### src/rtl/uart_rx.sv
// uart_rx: 8N1 serial receiver, LSB first, oversampled by CLOCKS_PER_BIT.
//
// Ports:
//   clkRx      - receive clock; all state updates on its rising edge
//   reset      - asynchronous active-low reset
//   serialIn   - asynchronous serial line, idle high
//   dataOutput - last correctly framed byte
//   dataValid  - high while dataOutput holds an unacknowledged byte
//   dataAck    - consumer acknowledge for dataOutput
//   frameError - one-cycle pulse when a stop bit is sampled low
//   overrun    - sticky: an unacknowledged byte was overwritten
//   busy       - high whenever the receiver is not idle
module uart_rx #(
  parameter int unsigned CLOCKS_PER_BIT = 87
) (
  input  logic       clkRx,
  input  logic       reset,
  input  logic       serialIn,
  output logic [7:0] dataOutput,
  output logic       dataValid,
  input  logic       dataAck,
  output logic       frameError,
  output logic       overrun,
  output logic       busy
);

  localparam logic [1:0] IDLE  = 2'd0;
  localparam logic [1:0] START = 2'd1;
  localparam logic [1:0] DATA  = 2'd2;
  localparam logic [1:0] STOP  = 2'd3;

  localparam logic [6:0] LAST_COUNT = 7'(CLOCKS_PER_BIT - 1);
  localparam logic [6:0] HALF_COUNT = 7'((CLOCKS_PER_BIT - 1) / 2);

  logic       sync_meta_q, sync_line_q, prev_line_q;
  logic [1:0] state_q, state_d;
  logic [6:0] clk_count_q, clk_count_d;
  logic [2:0] bit_index_q, bit_index_d;
  logic [7:0] shift_q, shift_d;
  logic [7:0] data_q, data_d;
  logic       valid_q, valid_d;
  logic       frame_err_q, frame_err_d;
  logic       overrun_q, overrun_d;
  logic       load;

  always_comb begin
    state_d     = state_q;
    clk_count_d = clk_count_q;
    bit_index_d = bit_index_q;
    shift_d     = shift_q;
    frame_err_d = 1'b0;
    load        = 1'b0;

    case (state_q)
      IDLE: begin
        clk_count_d = 7'd0;
        bit_index_d = 3'd0;
        // Edge-triggered so a line stuck low cannot start a new frame.
        if (!sync_line_q && prev_line_q) begin
          state_d = START;
        end
      end
      START: begin
        if (clk_count_q == HALF_COUNT) begin
          clk_count_d = 7'd0;
          // Line back high at mid-start-bit means a glitch, not a frame.
          state_d     = sync_line_q ? IDLE : DATA;
        end else begin
          clk_count_d = clk_count_q + 7'd1;
        end
      end
      DATA: begin
        if (clk_count_q == LAST_COUNT) begin
          clk_count_d          = 7'd0;
          shift_d[bit_index_q] = sync_line_q;
          if (bit_index_q == 3'd7) begin
            bit_index_d = 3'd0;
            state_d     = STOP;
          end else begin
            bit_index_d = bit_index_q + 3'd1;
          end
        end else begin
          clk_count_d = clk_count_q + 7'd1;
        end
      end
      STOP: begin
        if (clk_count_q == LAST_COUNT) begin
          clk_count_d = 7'd0;
          state_d     = IDLE;
          if (sync_line_q) begin
            load = 1'b1;
          end else begin
            frame_err_d = 1'b1;
          end
        end else begin
          clk_count_d = clk_count_q + 7'd1;
        end
      end
      default: state_d = IDLE;
    endcase

    data_d = load ? shift_q : data_q;

    // A load wins over an acknowledge, so valid stays high when both coincide.
    if (load) begin
      valid_d = 1'b1;
    end else if (dataAck) begin
      valid_d = 1'b0;
    end else begin
      valid_d = valid_q;
    end

    if (load && valid_q && !dataAck) begin
      overrun_d = 1'b1;
    end else if (dataAck) begin
      overrun_d = 1'b0;
    end else begin
      overrun_d = overrun_q;
    end
  end

  always_ff @(posedge clkRx or negedge reset) begin
    if (!reset) begin
      sync_meta_q <= 1'b1;
      sync_line_q <= 1'b1;
      prev_line_q <= 1'b1;
      state_q     <= IDLE;
      clk_count_q <= 7'd0;
      bit_index_q <= 3'd0;
      shift_q     <= 8'h00;
      data_q      <= 8'h00;
      valid_q     <= 1'b0;
      frame_err_q <= 1'b0;
      overrun_q   <= 1'b0;
    end else begin
      sync_meta_q <= serialIn;
      sync_line_q <= sync_meta_q;
      prev_line_q <= sync_line_q;
      state_q     <= state_d;
      clk_count_q <= clk_count_d;
      bit_index_q <= bit_index_d;
      shift_q     <= shift_d;
      data_q      <= data_d;
      valid_q     <= valid_d;
      frame_err_q <= frame_err_d;
      overrun_q   <= overrun_d;
    end
  end

  assign dataOutput = data_q;
  assign dataValid  = valid_q;
  assign frameError = frame_err_q;
  assign overrun    = overrun_q;
  assign busy       = (state_q != IDLE);

endmodule
### config.mk
export PLATFORM = sky130hd
export DESIGN_NAME = uart_rx
export DESIGN_NICKNAME = d
export VERILOG_FILES = /design/src/rtl/uart_rx.sv
export SDC_FILE = /design/constraint.sdc
export NUM_CORES = 1
export LEC_CHECK = 0
export ABC_AREA = 0
export CAP_MARGIN = 5
export CORE_MARGIN = 5
export CORE_UTILIZATION = 55
export DETAILED_ROUTE_END_ITERATION = 16
export PLACE_DENSITY = 0.75
export SLEW_MARGIN = 20
export SYNTH_ARGS = -nofsm -noshare
export SYNTH_HDL_FRONTEND = slang
export SYNTH_SLANG_ARGS = --single-unit
### constraint.sdc
create_clock -name clkRx -period 2.05 [get_ports clkRx]
set_input_delay 0.41 -clock clkRx [delete_from_list [all_inputs] [get_ports clkRx]]
set_output_delay 0.41 -clock clkRx [all_outputs]
set_load 0.03 [all_outputs]
# == Yosys cells after proc, flatten, opt, wreduce, memory -nomap -nowiden ==
# Index checks and enable logic that the tools add are counted.
# word_totals
regBits,34
out_inout_bits,12
# op_classes
magnitude_cmp,2
n_addsub,2
n_reduce_logical,15
n_mux,25
eq_ne,11
# ops
op,n
7-bit case mux with 3 select lines,1
7-bit two-way mux,2
2-bit two-way mux,6
1-bit two-way mux,10
2-bit != test (second input constant),5
8-bit bitwise mux,1
2-bit case mux with 4 select lines,1
2-bit nonzero test,4
7-bit by 1-bit adder with 7-bit output (second input constant),1
7-bit by 6-bit == test with 1-bit output (second input constant),1
7-bit == test (second input constant),1
3-bit two-way mux,2
3-bit case mux with 2 select lines,1
5-bit AND reduction,1
2-bit == test (second input constant),2
1-bit logical AND,4
3-bit by 4-bit < comparator with 1-bit output (second input constant),1
2-bit AND reduction,2
3-bit by 1-bit adder with 3-bit output (second input constant),1
1-bit demux with 3-bit select,1
3-bit == test (second input constant),1
3-bit by 1-bit greater-or-equal comparator with 1-bit output (second input constant),1
2-bit by 1-bit == test with 1-bit output (second input constant),1
1-bit zero test,2
2 further kinds,2

# == Longest topological paths before layout ==
# Gate-level depths: netlist of the first run.
# depth
word_depth,6
ltp_mapped,6

# == Worst setup path before layout of the first run ==
# OpenSTA, ideal clock, no wires.
# synth_timing
path_kind,reg-to-reg
start,register clk_count_q[0]
end,register shift_q[2]
path_stages_with_launch,7
slack_ns,0.430
arrival_ns,1.492
setup_time_ns,0.128
t_required_ns,1.922
cell_sequence,dfrtp_1 -> inv_1 -> ha_1 -> nand4bb_2 -> buf_6 -> nor4_1 -> mux2_1
# synth_between
elab_chain_cells,2
# synth_lines
item,line_no,source
"start, declared",37,"logic [6:0] clk_count_q, clk_count_d;"
"start signal, assigned",140,clk_count_q <= clk_count_d;
7-bit == test,73,if (clk_count_q == LAST_COUNT) begin
2-bit AND reduction (no line),--,
"end signal, assigned",142,shift_q <= shift_d;
"end, declared",39,"logic [7:0] shift_q, shift_d;"
# No other way between the ends.
# A chain may end at the register's enable or synchronous reset.

# == Final worst setup path of the first run ==
# Same ends and word-level chain as after synthesis.

==> flow_metrics.tcl, run 1 <==
set metrics [dict create \
    grt_pass1_vias 1118 \
    finalSetupViolCount 0 \
    seqPwrFrac 0.531 \
    min_period_ns 1.87 \
    ios 16 \
    p_int_mw 1.07 \
    cts_tree "done" \
    syn_inst 132 \
    worstHoldStart "sync_meta_q" \
    ys.warnings.count 0 \
    n_antenna_cell 0 \
    rsz0062_at_grt "no" \
    final_cell_mix "31 x dfrtp_1, 14 x mux2_2, 14 x clkdlybuf4s50_1" \
    ys_seq_area_frac 0.519 \
    reg2reg_to "shift_q[2]" \
    first_iter_violations 31 \
    synth-compound-area-share 0.0814 \
    fin_skew_ns 0.00810 \
    switching_share 0.347 \
    cts_buffers 5 \
    fin_util 0.657 \
    initial_core_util 0.587 \
    die_w_um 64.7 \
    maxCapViolations 0 \
    crit_start "clk_count_q[0]" \
    numPortBuffers 15 \
    slew_violations 0 \
    synthesis.nets 140 \
    endpoint "shift_q[2]" \
    fin_area_sq_um 1840 \
    grt-ovfl-total 0 \
    postSynthAreaPerCell_sq_um 12.5 \
    synth_top_family_by_area "simple AND/OR/NAND/NOR gates" \
    start_kind "register" \
    layout_commonest_cell "dfrtp_1" \
    ys_seq_elements 34 \
    yosys.area_share.simple 0.201 \
    cts.clk_slew.worst_paths_ns 0.10 \
    cts_max_path_buffers 2 \
    hold_viol 0 \
    ant_nets 0 \
    drive_above_1_share 0.232 \
    grt_first_pass_wirelength_um 5180 \
    fp.coreArea_sq_um 2810 \
    wl_per_cell_um 16.3 \
    grt_max_degree 35 \
    cts_sinks 34 \
    placementRows 19 \
    tightest_slew_ns 0.506 \
    arrival_ns 2.10 \
    async_flop_share 1.00 \
    period_share 0.911 \
    r2r_start "clk_count_q[0]" \
    track_usage 0.162 \
    peakVddDrop_mv 0.590 \
    worst-r2r-cell-count 5 \
    areaGrowthSynthToFinish_pct 12.1 \
    postPlaceCellArea_sq_um 1800 \
    firstDrtPassIters 4 \
    hold_path_class "reg2reg" \
    remaining_drc_errors 0 \
    clk_latency_ns 0.34 \
    h-tree-depth 2 \
    post-dp-hpwl_um 2100 \
    p_clk_frac 0.204 \
    cts-root-buf "clkbuf_4" \
    crit_type "reg2reg" \
    die_h_um 64.7 \
    avgViaCountPerCell 5.99 \
    fin_tns_setup_ns 0 \
    end_kind "register" \
    path_max_fanout 12 \
    vias 1090 \
    synth_xor_area_frac 0.0160 \
    fmax_mhz 535 \
    synth_edf_count 0 \
    power.density_nw_per_um2 889 \
    power_mw 1.64 \
    synth_top_area_share 0.471 \
    synth_mux_area_frac 0.110 \
    place.gp.congestion 0.834 \
    synth.largest_area_cell "dfrtp_1" \
    synth_cell_type_count 46 \
    combPwrFrac 0.265 \
    worst_ep_required_time_ns 2.28 \
    status "complete, no violations" \
    die-area_sq_um 4190 \
    r2r_setup_slack_ns 0.18 \
    wirelength_um 2970 \
    synthTopCellsByArea "dfrtp_1 47%, mux2_2 9.6%, dfstp_2 4.8%, ha_1 3.0%, nand2_1 2.1%" \
    netlist_area_sq_um 1650 \
    antenna_found_initial 0 \
    ys.flop_type "dfrtp_1" \
    synth-adder-area-share 0.0304 \
    fin_nets 159 \
    switchingPower_uw 568 \
    slew_headroom 0.660 \
    p_leak_nw 0.810 \
]
## layout make-up
| type | instances | area, sq um |
|---|---|---|
| Fill cell | 219 | 961 |
| Inverter | 1 | 3.75 |
| Timing Repair Buffer | 19 | 179 |
| Clock buffer | 5 | 37.5 |
| Clock inverter | 2 | 10.0 |
| Tap cell | 31 | 38.8 |
| Multi-Input combinational cell | 90 | 721 |
| Sequential cell | 34 | 855 |
## worst min path at each step
stage / to / slack [ns] / cells after the start
floorplan: async pin / 0.11 / 0
global placement: sync_line_q / 0.35 / 0
detailed placement: sync_line_q / 0.35 / 0
CTS: sync_line_q / 0.36 / 0
global route: sync_line_q / 0.37 / 0
finish: sync_line_q / 0.36 / 0
## repair_timing
item	in CTS	in global routing
setup buffers	0	0
endpoints found under the setup margin	1	0
resized for setup	1	0
hold buffers	0	0
## Yosys cell counts, types with 2 or more instances
master,n
nand4_1,3
or4b_1,2
nand2b_1,2
nor3_1,5
mux2_1,2
nand3_1,4
nand4bb_1,2
mux2_2,14
nor2b_1,3
nand2_1,9
or3_1,2
o211ai_1,2
a22oi_1,2
nor4_1,4
dfstp_2,3
dfrtp_1,31
a21oi_1,6
ha_1,4
o21ai_0,2
xor2_1,2
buf_6,3
## critical path: stages, from the launching register on
cell and delay [ns]:
dfrtp_1 0.42, inv_1 0.07, ha_1 0.18, nand4bb_2 0.32, nor4_1 0.40, mux2_1 0.36
## sequential cells by signal, indices dropped and copies added (netlist names), 3 cells and up, named ones only
register,count
dataOutput,8
shift_q,8
clk_count_q,7
bit_index_q,3
## routing by layer
metal | global-route usage | up-vias | routed length, um
met5 | 0 | - | 0
met4 | 0.0871 | 0 | 65
met3 | 0.0415 | 8 | 107
met2 | 0.250 | 19 | 1310
met1 | 0.211 | 532 | 1490
li1 | - | 531 | -
## through the flow
step                      hold slack, ns  instances  setup WS [ns]
after floorplan                    0.114        132          0.430
after global placement             0.347        175          0.310
after detailed placement           0.351        175          0.194
after CTS                          0.364        182          0.173
after global routing               0.371        182         0.0585
final                              0.365        182          0.182
## kinds of logic after synthesis
logic type | Yosys count
and+or+nand+nor | 48
buffers and inverters | 8
xor gates and xnor gates | 3
muxes | 16
DFF | 34
adders and majority gates | 4
AOI/OAI and AO/OA | 19
## power groups by stage
stage               clock network (mW)  logic [mW]  registers (mW)
floorplan                            0       0.408           0.813
global placement                     0       0.425           0.874
detailed placement                   0       0.443           0.877
CTS                              0.346       0.439           0.868
global route                     0.368       0.488           0.883
finish                           0.334       0.435           0.870
Power figures use the tool's default switching activity.
==> inputs of run 2 (changes only) <==
- CTS_BUF_LIST: not set -> sky130_fd_sc_hd__clkbuf_2
- CTS_CLUSTER_SIZE: not set -> 16
==> flow_metrics.tcl, run 2 (synthesized netlist as in run 1, its figures left out) <==
set metrics [dict create \
    status "complete, no violations" \
    p_leak_nw 0.808 \
    cts.clk_slew.worst_paths_ns 0.15 \
    grt_max_degree 35 \
    crit_type "reg2out" \
    fin_skew_ns 0.0103 \
    switchingPower_uw 571 \
    cts_sinks 34 \
    tightest_slew_ns 0.506 \
    switching_share 0.359 \
    power.density_nw_per_um2 870 \
    die_h_um 64.7 \
    maxCapViolations 0 \
    layout_commonest_cell "dfrtp_1" \
    path_buf_inv 1 \
    n_fill_cell 217 \
    grt-ovfl-total 0 \
    areaGrowthSynthToFinish_pct 11.3 \
    numPortBuffers 15 \
    cts_tree "done" \
    hold_path_class "reg2reg" \
    post-dp-hpwl_um 2100 \
    avgViaCountPerCell 6.02 \
    n_antenna_cell 0 \
    grt_pass1_vias 1108 \
    slew_headroom 0.661 \
    slew_violations 0 \
    initial_core_util 0.587 \
    vias 1096 \
    seqPwrFrac 0.547 \
    p_clk_frac 0.179 \
    seq_area_sq_um 855 \
    fin_nets 159 \
    p_int_mw 1.02 \
    hold_buffers 0 \
    clk_latency_ns 0.38 \
    remaining_drc_errors 0 \
    path_max_fanout 7 \
    wirelength_um 2960 \
    multi_input_area_sq_um 721 \
    end_kind "output port" \
    h-tree-depth 2 \
    first_iter_violations 36 \
    fp.coreArea_sq_um 2810 \
    combPwrFrac 0.274 \
    period_share 0.937 \
    crit_chain "or2_2 -> dlygate4sd2_1" \
    antenna_found_initial 0 \
    die-area_sq_um 4190 \
    drive_above_1_share 0.232 \
    crit_path_max_incr_delay_ns 0.49 \
    cts-root-buf "clkbuf_2" \
    power_mw 1.59 \
    fmax_mhz 521 \
    track_usage 0.163 \
    firstDrtPassIters 4 \
    crit_slowest_cell "dfrtp_1" \
    critPathTopFamily "flip-flops" \
    rsz0062_at_grt "no" \
    placementRows 19 \
    grt_first_pass_wirelength_um 5190 \
    peakVddDrop_mv 0.585 \
    fin_tns_setup_ns 0 \
    min_period_ns 1.92 \
    post_cts_buffers 0 \
    ant_nets 0 \
    cts_buffers 5 \
    arrival_ns 1.51 \
    place.gp.congestion 0.834 \
    finalSetupViolCount 0 \
    worst_ep_required_time_ns 1.64 \
    hold_viol 0 \
    wl_per_cell_um 16.3 \
    start_kind "register" \
    die_w_um 64.7 \
    pre_cts_slack_ns 0.194 \
    ios 16 \
    final_cell_mix "31 x dfrtp_1, 14 x mux2_2, 14 x clkdlybuf4s50_1" \
    cts_max_path_buffers 2 \
    post_cts_resized 1 \
    postLayoutSetupSlackWorst_ns 0.129 \
]
[run 2: cell counts in the layout (fill, tap and decap cells not counted)]
No cell type changed its count.
[run 2: path summary, 6_finish.rpt]
kind,end,depth (start not counted),start,slack (ns)
min reg2reg,sync_line_q,0,sync_meta_q,0.37
min in group asynchronous,dataOutput[5],2,reset,0.41
max reg2reg,shift_q[2],5,clk_count_q[0],0.19
max,busy,2,state_q[0],0.13
max in group asynchronous,prev_line_q,2,reset,1.31
min,sync_line_q,0,sync_meta_q,0.37
[run 2: cell type report]
cell class | instances | area share
clock buffer | 5 | 0.0137
clock inverter | 2 | 0.00546
inverter | 1 | 0.00205
multi-input combinational | 90 | 0.393
sequential | 34 | 0.467
tap | 31 | 0.0212
timing repair buffer | 19 | 0.0977
[run 2: layer usage]
layer | up-vias | track usage | part of all wire
met5 | - | 0 | 0
met2 | 32 | 0.250 | 0.44
met3 | 4 | 0.0570 | 0.048
met4 | 0 | 0.0712 | 0.016
met1 | 530 | 0.211 | 0.49
li1 | 530 | - | -
[run 2: worst register-to-register path: stages, from the launching register on]
cell,delay (ns)
dfrtp_1,0.44
inv_1,0.07
ha_1,0.18
nand4bb_2,0.31
nor4_1,0.40
mux2_1,0.36
[run 2: through the flow]
stage / cell area [sq um] / cells / hold WS (ns) / utilization
2_1_floorplan: 1650 / 132 / 0.114 / -
3_3_place_gp: 1800 / 175 / 0.347 / 0.641
3_5_place_dp: 1800 / 175 / 0.351 / 0.641
4_1_cts: 1830 / 182 / 0.371 / 0.653
5_1_grt: 1830 / 182 / 0.378 / 0.653
6_report: 1830 / 182 / 0.372 / 0.653
[run 2: power by group through the flow]
stage | Sequential (mW) | Clock, mW | Combinational [mW]
6_report | 0.871 | 0.286 | 0.436
5_1_grt | 0.883 | 0.320 | 0.488
4_1_cts | 0.868 | 0.295 | 0.439
3_5_place_dp | 0.877 | 0 | 0.443
3_3_place_gp | 0.874 | 0 | 0.425
2_1_floorplan | 0.813 | 0 | 0.408
